==> src/rtl/vram_pixel_writer_pkg.sv <==
// Shared definitions for the vram pixel writer.
//   - pixel format encodings carried on the fmt port
//   - FSM state encoding
//   - bpp(): bytes per pixel for a format (2..4)
//   - PIX_W_DEF: default width of the pixel counters
package vram_writer_pkg;

  localparam int PIX_W_DEF = 24;

  localparam logic [1:0] FMT_BGR888   = 2'd0;
  localparam logic [1:0] FMT_RGB565   = 2'd1;
  localparam logic [1:0] FMT_BGRA8888 = 2'd2;

  typedef enum logic [1:0] {
    IDLE     = 2'd0,
    ASSEMBLE = 2'd1,
    PUSH     = 2'd2,
    DONE     = 2'd3
  } state_e;

  // Encoding 3 is unused by the host and is handled as BGR888.
  function automatic logic [2:0] bpp(input logic [1:0] fmt);
    case (fmt)
      FMT_RGB565:   bpp = 3'd2;
      FMT_BGRA8888: bpp = 3'd4;
      default:      bpp = 3'd3;
    endcase
  endfunction

endpackage

==> src/rtl/vram_pixel_writer_rgb_expand.sv <==
// rgb_expand: combinational conversion of the assembled stream bytes into a
// 24-bit {R,G,B} pixel.
//   i_fmt    in  2      latched frame format
//   i_bytes  in  4x8    stream bytes, index 0 = first byte of the pixel
//   o_rgb    out 24     {r[7:0], g[7:0], b[7:0]}
// RGB565 channels are widened to 8 bits by repeating their MSBs so that
// full-scale 565 values map to 0xFF and zero maps to 0x00.
module rgb_expand
  import vram_writer_pkg::*;
(
  input  logic [1:0]      i_fmt,
  input  logic [3:0][7:0] i_bytes,
  output logic [23:0]     o_rgb
);

  logic [4:0] w_r5;
  logic [5:0] w_g6;
  logic [4:0] w_b5;

  // Little-endian 565 word: b0 = {G[2:0],B[4:0]}, b1 = {R[4:0],G[5:3]}
  assign w_b5 = i_bytes[0][4:0];
  assign w_g6 = {i_bytes[1][2:0], i_bytes[0][7:5]};
  assign w_r5 = i_bytes[1][7:3];

  always_comb begin
    o_rgb = {i_bytes[2], i_bytes[1], i_bytes[0]};
    if (i_fmt == FMT_RGB565)
      o_rgb = {w_r5, w_r5[4:2], w_g6, w_g6[5:4], w_b5, w_b5[4:2]};
    // BGRA8888 shares the BGR888 mapping; byte 3 (alpha) is simply unused.
  end

endmodule

==> src/rtl/vram_pixel_writer.sv <==
// vram_pixel_writer: write side of the video vram FIFO.
// Collects 2/3/4 stream bytes per pixel (by latched fmt), expands them to
// 24-bit RGB and pushes each pixel to the vga block when vram_ready allows.
// Counts pixels per frame and pulses frame_done after the last one.
// Ports:
//   clk_sys, reset            clock, async active-high reset
//   frame_start, frame_pixels arm a frame (IDLE only), pixel count latched
//   fmt                       pixel format, latched on accepted frame_start
//   abort                     flush partial pixel and frame
//   s_data/s_valid/s_ready    byte stream in
//   vram_ready/vram_req       pixel handshake to vga
//   r/g/b_vram_out            pixel to vga, held between requests
//   busy, frame_done          status to control logic
//   px_written                pixels written in current frame
//   err_restart               sticky: frame_start seen while not IDLE
module vram_pixel_writer
  import vram_writer_pkg::*;
#(
  parameter int PIX_W = PIX_W_DEF
) (
  input  logic             clk_sys,
  input  logic             reset,
  input  logic             frame_start,
  input  logic [PIX_W-1:0] frame_pixels,
  input  logic [1:0]       fmt,
  input  logic             abort,
  input  logic [7:0]       s_data,
  input  logic             s_valid,
  output logic             s_ready,
  input  logic             vram_ready,
  output logic             vram_req,
  output logic [7:0]       r_vram_out,
  output logic [7:0]       g_vram_out,
  output logic [7:0]       b_vram_out,
  output logic             busy,
  output logic             frame_done,
  output logic [PIX_W-1:0] px_written,
  output logic             err_restart
);

  localparam logic [1:0] S_IDLE     = IDLE;
  localparam logic [1:0] S_ASSEMBLE = ASSEMBLE;
  localparam logic [1:0] S_PUSH     = PUSH;
  localparam logic [1:0] S_DONE     = DONE;

  logic [1:0]       r_state;
  logic [1:0]       r_idx;
  logic [1:0]       r_fmt;
  logic [PIX_W-1:0] r_frame_pixels;
  logic [PIX_W-1:0] r_px_written;
  logic [3:0][7:0]  r_bytes;
  logic [23:0]      r_pix;
  logic             r_vram_req;
  logic [23:0]      r_rgb_out;
  logic             r_err_restart;

  logic [3:0][7:0]  w_bytes;
  logic [23:0]      w_rgb;
  logic             w_accept;
  logic             w_last;
  logic [PIX_W-1:0] w_px_inc;

  assign w_accept = (r_state == S_ASSEMBLE) && s_valid;
  assign w_last   = ({1'b0, r_idx} == (bpp(r_fmt) - 3'd1));
  assign w_px_inc = r_px_written + PIX_W'(1);

  // The byte being accepted this cycle is merged in so the final byte of a
  // pixel is expanded and registered on the same edge it is accepted.
  always_comb begin
    w_bytes = r_bytes;
    w_bytes[r_idx] = s_data;
  end

  rgb_expand u_rgb_expand (
    .i_fmt   (r_fmt),
    .i_bytes (w_bytes),
    .o_rgb   (w_rgb)
  );

  always_ff @(posedge clk_sys or posedge reset) begin
    if (reset) begin
      r_state        <= S_IDLE;
      r_idx          <= 2'd0;
      r_fmt          <= 2'd0;
      r_frame_pixels <= '0;
      r_px_written   <= '0;
      r_bytes        <= '0;
      r_pix          <= '0;
      r_vram_req     <= 1'b0;
      r_rgb_out      <= '0;
      r_err_restart  <= 1'b0;
    end else begin
      r_vram_req <= 1'b0;
      if (abort) begin
        r_state       <= S_IDLE;
        r_idx         <= 2'd0;
        r_px_written  <= '0;
        r_err_restart <= 1'b0;
      end else begin
        // A restart request during a frame is only recorded; the frame
        // in flight keeps its latched count and format.
        if (frame_start && (r_state != S_IDLE))
          r_err_restart <= 1'b1;

        case (r_state)
          S_IDLE: begin
            if (frame_start) begin
              r_frame_pixels <= frame_pixels;
              r_fmt          <= fmt;
              r_px_written   <= '0;
              r_idx          <= 2'd0;
              r_state        <= (frame_pixels == '0) ? S_DONE : S_ASSEMBLE;
            end
          end
          S_ASSEMBLE: begin
            if (w_accept) begin
              r_bytes[r_idx] <= s_data;
              if (w_last) begin
                r_pix   <= w_rgb;
                r_idx   <= 2'd0;
                r_state <= S_PUSH;
              end else begin
                r_idx <= r_idx + 2'd1;
              end
            end
          end
          S_PUSH: begin
            if (vram_ready) begin
              r_vram_req   <= 1'b1;
              r_rgb_out    <= r_pix;
              r_px_written <= w_px_inc;
              r_state      <= (w_px_inc == r_frame_pixels) ? S_DONE : S_ASSEMBLE;
            end
          end
          default: begin
            r_state <= S_IDLE;
          end
        endcase
      end
    end
  end

  assign s_ready     = (r_state == S_ASSEMBLE);
  assign busy        = (r_state != S_IDLE);
  assign frame_done  = (r_state == S_DONE);
  assign vram_req    = r_vram_req;
  assign r_vram_out  = r_rgb_out[23:16];
  assign g_vram_out  = r_rgb_out[15:8];
  assign b_vram_out  = r_rgb_out[7:0];
  assign px_written  = r_px_written;
  assign err_restart = r_err_restart;

endmodule
==> config.mk <==
export PLATFORM = sky130hd
export DESIGN_NAME = vram_pixel_writer
export DESIGN_NICKNAME = d
export VERILOG_FILES = /design/src/rtl/vram_pixel_writer_pkg.sv /design/src/rtl/vram_pixel_writer_rgb_expand.sv /design/src/rtl/vram_pixel_writer.sv
export SDC_FILE = /design/constraint.sdc
export NUM_CORES = 1
export LEC_CHECK = 0
export BUFFER_PORTS_ARGS = -buffer_cell sky130_fd_sc_hd__clkbuf_2
export CAP_MARGIN = 20
export CORE_MARGIN = 8
export CORE_UTILIZATION = 25
export CTS_CLUSTER_SIZE = 40
export DETAILED_ROUTE_END_ITERATION = 16
export PLACE_DENSITY = 0.37
export SLEW_MARGIN = 15
export SYNTH_ARGS = -nofsm -noshare
export SYNTH_HDL_FRONTEND = slang
export SYNTH_SLANG_ARGS = --single-unit
==> constraint.sdc <==
create_clock -name clk_sys -period 6.94 [get_ports clk_sys]
set_input_delay 0.694 -clock clk_sys [delete_from_list [all_inputs] [get_ports clk_sys]]
set_output_delay 0.694 -clock clk_sys [all_outputs]
set_load 0.05 [all_outputs]
==> out/results.ini, run 1 <==
[floorplan]
fp.dieH_um=179
die-area_um2=31900
ios=93
start_util_pct=25.4
coreArea_um2=26000
num_rows=59
die_x_um=179

[power]
vdd_drop_max_v=0.000150
comb_power_share_pct=21.8
p_seq_share_pct=41.2
switching_share_pct=32.4
leakage_nw=3.65
switchingPower_uw=792
power.total_mw=2.44
power_density_nw_per_um2=307
internal_power_mw=1.65
pwr-share-clk_pct=37.0

[cells_and_area]
antenna_cells=0
utilization_pct=30.6
layout.cells.non_filler=1124
drive_gt1_share_pct=24.7
area_delta_synth_final_pct=20.3
nFillCells=2754
final_net_count=824
final_area_um2=7950

[placed_design]
place.gp.congestion=0.809
io_buffer_count=92
dpl_worst_slack_ps=3860
post_dp_cell_area_um2=7360
dp.cells=1093
dp_hpwl_um=14800

[global_routing]
grt-ovfl-total=0
grt_pass1_wl_um=32400
first_global_vias=5553
grt_max_degree=68
grt_usage_pct=13.2
antenna_found_initial=0

[yosys]
yosysWarnings=0
ys_seq_area_share_pct=48.5
ys_types=55
syn_area_per_cell_um2=9.39
syn_area_um2=6610
syn_inst=704
synthesis.nets=751
synthTopCellsByArea=dfrtp_1, mux2_2, nand2_1, o21ai_0, nor2_1
ys.flop_type=dfrtp_1
yosysTopAreaCell=dfrtp_1
async_reset_ff_share_pct=100
ys_ff_latch=128
netlist.area_leader.share_pct=48.5
synth_edf_count=0

[cts]
cts_resized=0
htreeDepth=4
cts_hold_buf=0
ctsLongestPathBuffers=2
cts_setup_buffers=0
cts_tree=yes
cts_buffers=17
clock-sinks=128
cts-root-buf=clkbuf_16
path_clk_slew_ps=60
insertion_delay_ps=420

[critical_path]
rr_worst_depth=7
crit_arrival_ps=3440
reg2reg_slack_ps=3820
cp_data_required_time_ps=7260
cp-start-kind=flop
cp_common_cell=or4_1
end_kind=flop
cpMaxStageDelayCell=or4_1
crit_chain=ha_1, nand4_1, or4_1, a21oi_1, o22ai_1, or4_1, o31ai_1
critPathLaunch=px_written[0]$_DFFE_PP0P_
slowest_delay_ps=640
r2r-end=r_state[1]$_DFFE_PP0P_
critPathMaxFanout=11
crit-reg2reg-launch=px_written[0]$_DFFE_PP0P_
crit_type=flop to flop

[sta]
skew_ps=8.90
finalMaxSlewViolations=0
finalSetupViolCount=0
layout_setup_ws_ps=3820
maxSlewHeadroom_pct=31.7
fin_crit_ps=3120
tns_ps=0
tightest_slew_ps=1020
max_freq_mhz=321
rsz0062_at_grt=no
hold_violations=0
min_period_over_period_pct=44.9
whs_ps=459

[drt]
via_count=5332
wl_um=20300
post_drt_via_cell_ratio=4.74
ant_nets=0
routedWlPerCell_um=18.1
drtIter0Drc=349
drt-pass1-iter-count=4
drc=0

[outcome]
status=finished, final reports clean

[min_path]
hold_class=input port to asynchronous set/reset pin

[job]
max_cap_violations=0

[routing by layer]
metal | part of all wire [%] | track usage, %
met4 | 1.8 | 4.37
met5 | 0 | 0
met2 | 49 | 21.6
met1 | 45 | 16.9
met3 | 4.6 | 3.24
[Yosys cell counts (all sizes together) (2+ instances only)]
cell type	number
a211oi	2
or2	2
o22ai	3
nand2	140
buf	12
o21ai	81
o21a	2
inv	19
nor4b	3
a31oi	4
o311ai	2
or3	3
o211ai	2
nor4	13
ha	7
nand4	10
nor3b	2
xor2	13
nand3	14
o41ai	2
a21o	3
o31ai	8
xnor2	19
a21oi	29
mux2	49
and2	3
and3	5
clkbuf	33
nor3	8
and4	3
nand2b	3
nor2	46
or4	5
dfrtp	128
mux2i	17
[cell usage in the layout (no fill, tap or decap), types with 3 or more instances in the layout]
cell,count
nand4_1,8
o31ai_1,8
xor2_1,13
nand2_1,139
clkbuf_16,17
xnor2_1,19
nor4_1,11
nand3_1,13
o22ai_1,3
or3_1,3
a21o_1,3
and3_1,5
clkinv_4,3
mux2i_1,17
nor3_1,7
nor4b_1,3
o21ai_0,81
a31oi_1,4
ha_1,7
clkbuf_2,92
or4_1,3
nand2b_1,3
a21oi_1,29
mux2_2,49
inv_1,18
dfrtp_1,128
buf_4,7
clkinv_2,3
nor2_1,45
[power by group through the flow]
stage | clock network [mW] | logic (mW) | registers [mW]
after floorplan | 0 | 0.328 | 1.06
after global placement | 0 | 0.539 | 1.02
after detailed placement | 0 | 0.544 | 1.02
after CTS | 0.930 | 0.545 | 1.01
after global routing | 0.961 | 0.602 | 1.03
final | 0.902 | 0.533 | 1.01
[kinds of logic after synthesis]
logic type	after synthesis	share of synthesized area [%]
simple gates	261	18.6
compound gates	146	12.5
flops	128	48.5
mux	66	10.9
buf+inv	64	3.96
xor+xnor	32	4.24
fa+ha+maj	7	1.33
[flip-flops by register name (all words and copies together), names as in the netlist]
| name | flops |
|---|---|
| px_written | 24 |
| r_bytes | 24 |
| r_frame_pixels | 24 |
| r_pix | 24 |
| r_rgb_out | 24 |
| r_fmt | 2 |
| r_idx | 2 |
| r_state | 2 |
| err_restart | 1 |
| vram_req | 1 |
[layout make-up]
class	instances	area (µm²)	share of cell area, %
Sequential cell	128	3200	40.3
Multi-Input combinational cell	512	3150	39.7
Timing Repair Buffer	99	513	6.45
Clock buffer	19	453	5.70
Tap cell	335	419	5.27
Clock inverter	12	134	1.68
Inverter	19	73.8	0.929
[worst max path at each step]
stage,endpoint,cells past startpoint
floorplan,err_restart$_DFFE_PP0P_,1
global placement,r_state[1]$_DFFE_PP0P_,7
detailed placement,r_state[1]$_DFFE_PP0P_,7
CTS,r_state[1]$_DFFE_PP0P_,7
global route,r_state[1]$_DFFE_PP0P_,7
finish,r_state[1]$_DFFE_PP0P_,7
[critical path: cells and delay by family (launching register included)]
| kind | cells | cell delay, ps |
|---|---|---|
| flops | 1 | 480 |
| compound gates | 3 | 500 |
| simple gates | 3 | 1680 |
| fa+ha+maj | 1 | 350 |
(Power assumes the default switching activity.)
==> run 2: changes to the inputs <==
Settings changed: ABC_AREA set to 1.
Clock period 6.94 ns to 2.9 ns, I/O delays scaled along.
==> run 2 against run 1 <==
Effect of this change:
- utilization up 0.12 points
- highest routed layer unchanged
- first-iteration DRC count up 1.1%
- synthesized cell count up 26%
- critical path depth up 2
- combinational power rose to 4.5 times the previous value
- fmax up 33%
- power rose to 3.0 times the previous value
- register-to-register slack worse by 3300 ps
- cell count up 18%
- critical path type unchanged
==> out/results.ini, run 2 <==
[outcome]
status=finished, final reports clean

[drt]
drc=0
via_count=5860
routedWlPerCell_um=16.0
wl_um=21300
post_drt_via_cell_ratio=4.40
drt-pass1-iter-count=5
ant_nets=0
drtIter0Drc=353

[yosys]
netlist.area_leader.share_pct=47.5
ys_seq_area_share_pct=47.5
ys_types=37
ys_ff_latch=128
ys_top_cells_by_count=nand2_1, dfrtp_1, o21ai_0
synthTopCellsByArea=dfrtp_1, nand2_1, o21ai_0, inv_1, nand3_1
synthAdderAreaFrac_pct=1.30
synthesis.nets=934
syn_inst=887
syn_area_um2=6750
yosysTopAreaCell=dfrtp_1
synth_top_family_by_area=simple AND/OR/NAND/NOR gates
synth-compound-area-share_pct=11.7
async_reset_ff_share_pct=100
yosysWarnings=0
synth_xor_xnor_area_share_pct=1.45
ys.flop_type=dfrtp_1
synth-simple-area-share_pct=30.0
syn_area_per_cell_um2=7.60
synth_edf_count=0
yosysMostFrequentCell=nand2_1
muxShareOfSynthArea_pct=0.334

[critical_path]
cp-start-kind=flop
critPathMaxFanout=20
slowest_delay_ps=380
cp_common_cell=inv_1
cp_top_family=buffers and inverters
cpMaxStageDelayCell=dfrtp_1
end_kind=flop
crit_buf_inv=3
cp_data_required_time_ps=3200
crit_type=flop to flop
crit_chain=inv_1, ha_1, xnor2_1, a211oi_1, inv_1, nor2_4, inv_1, nand2_1, nand2_1
crit_arrival_ps=2660

[floorplan]
num_rows=60
start_util_pct=25.2
fp.dieH_um=180
coreArea_um2=26700
die-area_um2=32500
ios=93
die_x_um=180

[cts]
cts_setup_buffers=0
cts_tree=yes
cts-root-buf=clkbuf_16
cts_resized=0
ctsLongestPathBuffers=2
clock-sinks=128
insertion_delay_ps=430
cts_hold_buf=0
path_clk_slew_ps=60
htreeDepth=4
cts_buffers=17

[global_routing]
grt_max_degree=91
grt-ovfl-total=0
antenna_found_initial=0
first_global_vias=6085
grt_pass1_wl_um=34700
grt_usage_pct=13.5

[placed_design]
post_dp_cell_area_um2=7620
io_buffer_count=92
place.gp.congestion=0.736
dpl_worst_slack_ps=480
dp_hpwl_um=15500

[power]
p_seq_share_pct=36.9
leakage_nw=4.20
comb_power_share_pct=33.1
pwr-share-clk_pct=30.0
power_density_nw_per_um2=891
switching_share_pct=40.5
internal_power_mw=4.35
switchingPower_mw=2.96
vdd_drop_max_v=0.000293

[sta]
max_freq_mhz=425
skew_ps=11.4
min_period_over_period_pct=81.1
tns_ps=0
rsz0062_at_grt=no
tightest_slew_ps=681
hold_violations=0
finalSetupViolCount=0
maxSlewHeadroom_pct=54.5
fin_crit_ps=2350
layout_setup_ws_ps=548
finalMaxSlewViolations=0

[cells_and_area]
antenna_cells=0
final_common_cell=nand2_1
final_area_um2=8210
seqCellArea_um2=3200
nFillCells=2925
multi_input_area_um2=3020
area_delta_synth_final_pct=21.7
drive_gt1_share_pct=17.3
final_net_count=1025
layout_common_cells=nand2_1, dfrtp_1, o21ai_0, inv_1, clkbuf_2

[min_path]
hold_class=input port to asynchronous set/reset pin

[job]
max_cap_violations=0

==> run 2: worst paths after layout <==
kind / startpoint / slack [ps] / depth (start not counted) / end
worst max-delay path: r_fmt[0]$_DFFE_PP0P_ / 550 / 9 / r_pix[1]$_DFFE_PP0P_
worst min-delay path: reset / 20 / 3 / r_frame_pixels[0]$_DFFE_PP0P_
worst max register to register: r_fmt[0]$_DFFE_PP0P_ / 550 / 9 / r_pix[1]$_DFFE_PP0P_
worst min register to register: r_pix[15]$_DFFE_PP0P_ / 480 / 2 / r_pix[15]$_DFFE_PP0P_
max in group asynchronous: reset / 2480 / 3 / r_rgb_out[6]$_DFFE_PP0P_
min in group clk_sys: frame_pixels[10] / 120 / 3 / r_frame_pixels[10]$_DFFE_PP0P_
==> run 2: layout make-up <==
class | instances | area share [%]
sequential | 128 | 39.0
multi-input combinational | 621 | 36.8
timing repair buffer | 102 | 6.83
clock buffer | 18 | 5.23
tap | 341 | 5.20
inverter | 108 | 4.98
clock inverter | 13 | 1.91
==> run 2: worst min-delay path, cell delays in order <==
cell	delay, ps
clkbuf_2	100
clkinvlp_4	80
buf_12	420
==> run 2: cell families after synthesis <==
| logic type | after synthesis |
|---|---|
| simple gates | 457 |
| compound gates | 148 |
| buf+inv | 138 |
| flops | 128 |
| xor+xnor | 7 |
| fa+ha+maj | 7 |
| mux | 2 |
==> run 2: power by group through the flow <==
stage | Clock, mW | Sequential [mW] | Combinational [mW]
after floorplan | 0 | 3.06 | 1.40
after global placement | 0 | 2.74 | 2.48
after detailed placement | 0 | 2.74 | 2.49
after CTS | 2.25 | 2.71 | 2.49
after global routing | 2.33 | 2.79 | 2.76
final | 2.19 | 2.70 | 2.42
==> run 2: stage by stage <==
step                power, mW  hold WS, ps  std cells  util, %
floorplan                4.45          356        887        -
CTS                      7.46         35.4       1331     30.7
detailed placement       5.22          466       1300     28.5
finish                   7.32         19.8       1331     30.7
global route             7.88         57.3       1331     30.7
global placement         5.22          464       1300     28.5
==> run 2: metal layers <==
layer | GRT usage (%) | wire (µm)
met4 | 3.24 | 243
met3 | 2.86 | 586
met5 | 0 | 0
met1 | 16.4 | 9710
met2 | 23.9 | 10700
==> run 3: changes to the inputs <==
Settings changed: PLACE_DENSITY 0.37 to 0.39.
Clock period 2.9 ns to 2.05 ns, I/O delays scaled along.
==> run 3 against run 2 <==
Effect of this change:
- clock skew decreased by 1.4 ps
- wire length is 0.38% higher
- sequential cell count did not move
- register-to-register slack worse by 390 ps
- power up 44%
==> out/results.ini, run 3 (synthesis results as in run 2) <==
[job]
max_cap_violations=0

[sta]
hold_violations=0
maxSlewHeadroom_pct=57.2
fin_crit_ps=1890
rsz0062_at_grt=yes
max_freq_mhz=528
tightest_slew_ps=642
finalSetupViolCount=0
min_period_over_period_pct=92.4
skew_ps=10.0
finalMaxSlewViolations=0

[cells_and_area]
final_common_cell=nand2_1
area_delta_synth_final_pct=26.6
antenna_cells=0
layout_common_cells=nand2_1, dfrtp_1, o21ai_0, inv_1, clkbuf_2
utilization_pct=31.9
final_net_count=1050
drive_gt1_share_pct=22.1

[critical_path]
rr_worst_depth=14
r2r-end=r_state[1]$_DFFE_PP0P_
crit_type=flop to flop
crit-reg2reg-launch=px_written[16]$_DFFE_PP0P_
slowest_delay_ps=470
cpMaxStageDelayCell=dfrtp_1
reg2reg_slack_ps=160
cp-start-kind=flop
crit_chain=nand4_1, inv_1, nand3b_1, nor2_2, nand2_1, nand2_1, nand2_1, nand2_1, nand2_1, nor2_1, nand2_1, nand2_1, nand2_1, nand2_1
critPathMaxFanout=6
end_kind=flop
crit_buf_inv=1
crit_arrival_ps=2250
cp_data_required_time_ps=2410
cp_common_cell=nand2_1
cp_top_family=simple AND/OR/NAND/NOR gates
critPathLaunch=px_written[16]$_DFFE_PP0P_
cp.depth=14
endpoint=r_state[1]$_DFFE_PP0P_

[global_routing]
antenna_found_initial=0
grt_pass1_wl_um=34100
first_global_vias=6075
grt_max_degree=105
grt-ovfl-total=0
grt_usage_pct=13.3

[placed_design]
place.gp.congestion=0.803
io_buffer_count=92
dp_hpwl_um=15900

[cts]
path_clk_slew_ps=60
cts_buffers=17
clock-sinks=128
ctsLongestPathBuffers=2
insertion_delay_ps=430
cts-root-buf=clkbuf_16
htreeDepth=4
cts_tree=yes

[power]
power_density_nw_per_um2=1240
leakage_nw=4.33
vdd_drop_max_v=0.000480
power.total_mw=10.6

[drt]
routedWlPerCell_um=15.8
wl_met2_um=10700
wl_met1_um=9660
drc=0
wl_um=21400
dr_wl_met3_um=652
post_drt_via_cell_ratio=4.38
drt-pass1-iter-count=5
ant_nets=0
drtIter0Drc=319
highest_layer=met4
via_count=5946

[floorplan]
ios=93
num_rows=60
fp.dieH_um=180
coreArea_um2=26700
start_util_pct=25.2
die_x_um=180
die-area_um2=32500

[outcome]
status=finished, final reports clean

[min_path]
hold_class=input port to flop

==> run 3: cell count changes in the layout (fill, tap and decap cells not counted), moves of 2 or more <==
cell        delta
dfrtp_2        +8
buf_4         +21
clkinv_4       -5
nor2_2         +9
clkinvlp_4     +6
inv_6          -3
clkbuf_8       +2
nand2_2        +4
nand3_1        -2
ha_1           -2
nor2_1        -10
buf_6          +2
dfrtp_1        -8
nand2_1        -4
==> run 3: repair_timing <==
action / in CTS / in global routing
pin swaps: 0 / 14
hold endpoints to repair: 82 / 0
setup endpoints to repair: 1 / 23
hold buffers: 1 / 0
buffers inserted: 0 / 4
gates resized for setup: 1 / 30
==> run 3: where the power goes <==
| part | switching [mW] | internal, mW |
|---|---|---|
| registers | 0.455 | 3.34 |
| logic | 2.49 | 1.09 |
| clock network | 1.21 | 1.97 |
| total | 4.16 | 6.41 |
==> run 3: through the flow <==
step / worst slack, ps / hold slack (ps) / cells / area (µm²) / TNS [ps]
after floorplan: 30.8 / 271 / 887 / 6750 / 0
after global placement: -31.1 / 340 / 1320 / 7780 / -31.1
after detailed placement: -9.37 / 332 / 1320 / 7780 / -9.37
after CTS: 23.7 / 18.5 / 1352 / 8400 / 0
after global routing: -43.6 / 42.7 / 1356 / 8540 / -43.6
final: 156 / 38.0 / 1356 / 8540 / 0
==> run 3: metal layers <==
| metal | GRT usage, % | vias up |
|---|---|---|
| met5 | 0 | - |
| met4 | 3.70 | 0 |
| met3 | 2.88 | 22 |
| met2 | 23.0 | 87 |
| met1 | 16.5 | 2770 |
| li1 | - | 3067 |
==> run 3: how the worst min path moves through the flow <==
stage | startpoint | to | slack, ps | cells after the start
detailed placement | reset | r_rgb_out[16]$_DFFE_PP0P_ | 330 | 3
CTS | frame_pixels[0] | r_frame_pixels[0]$_DFFE_PP0P_ | 20 | 2
global route | frame_pixels[0] | r_frame_pixels[0]$_DFFE_PP0P_ | 40 | 2
floorplan | abort | err_restart$_DFFE_PP0P_ | 270 | 1
global placement | reset | r_rgb_out[16]$_DFFE_PP0P_ | 340 | 3
finish | frame_pixels[0] | r_frame_pixels[0]$_DFFE_PP0P_ | 40 | 2
==> run 3: worst register-to-register path, delay by kind of cell, from the launching register on <==
family	cells	cell delay (ps)
and+or+nand+nor	13	1200
DFF	1	470
buffers and inverters	1	190
==> run 3: cell type report <==
class | instances | area, µm²
fillers | 2930 | 18200
clock buffers | 19 | 453
flip-flops and latches | 128 | 3210
inverters | 108 | 415
multi-input cells | 621 | 3100
clock inverters | 12 | 159
well taps | 341 | 427
repair buffers | 127 | 771
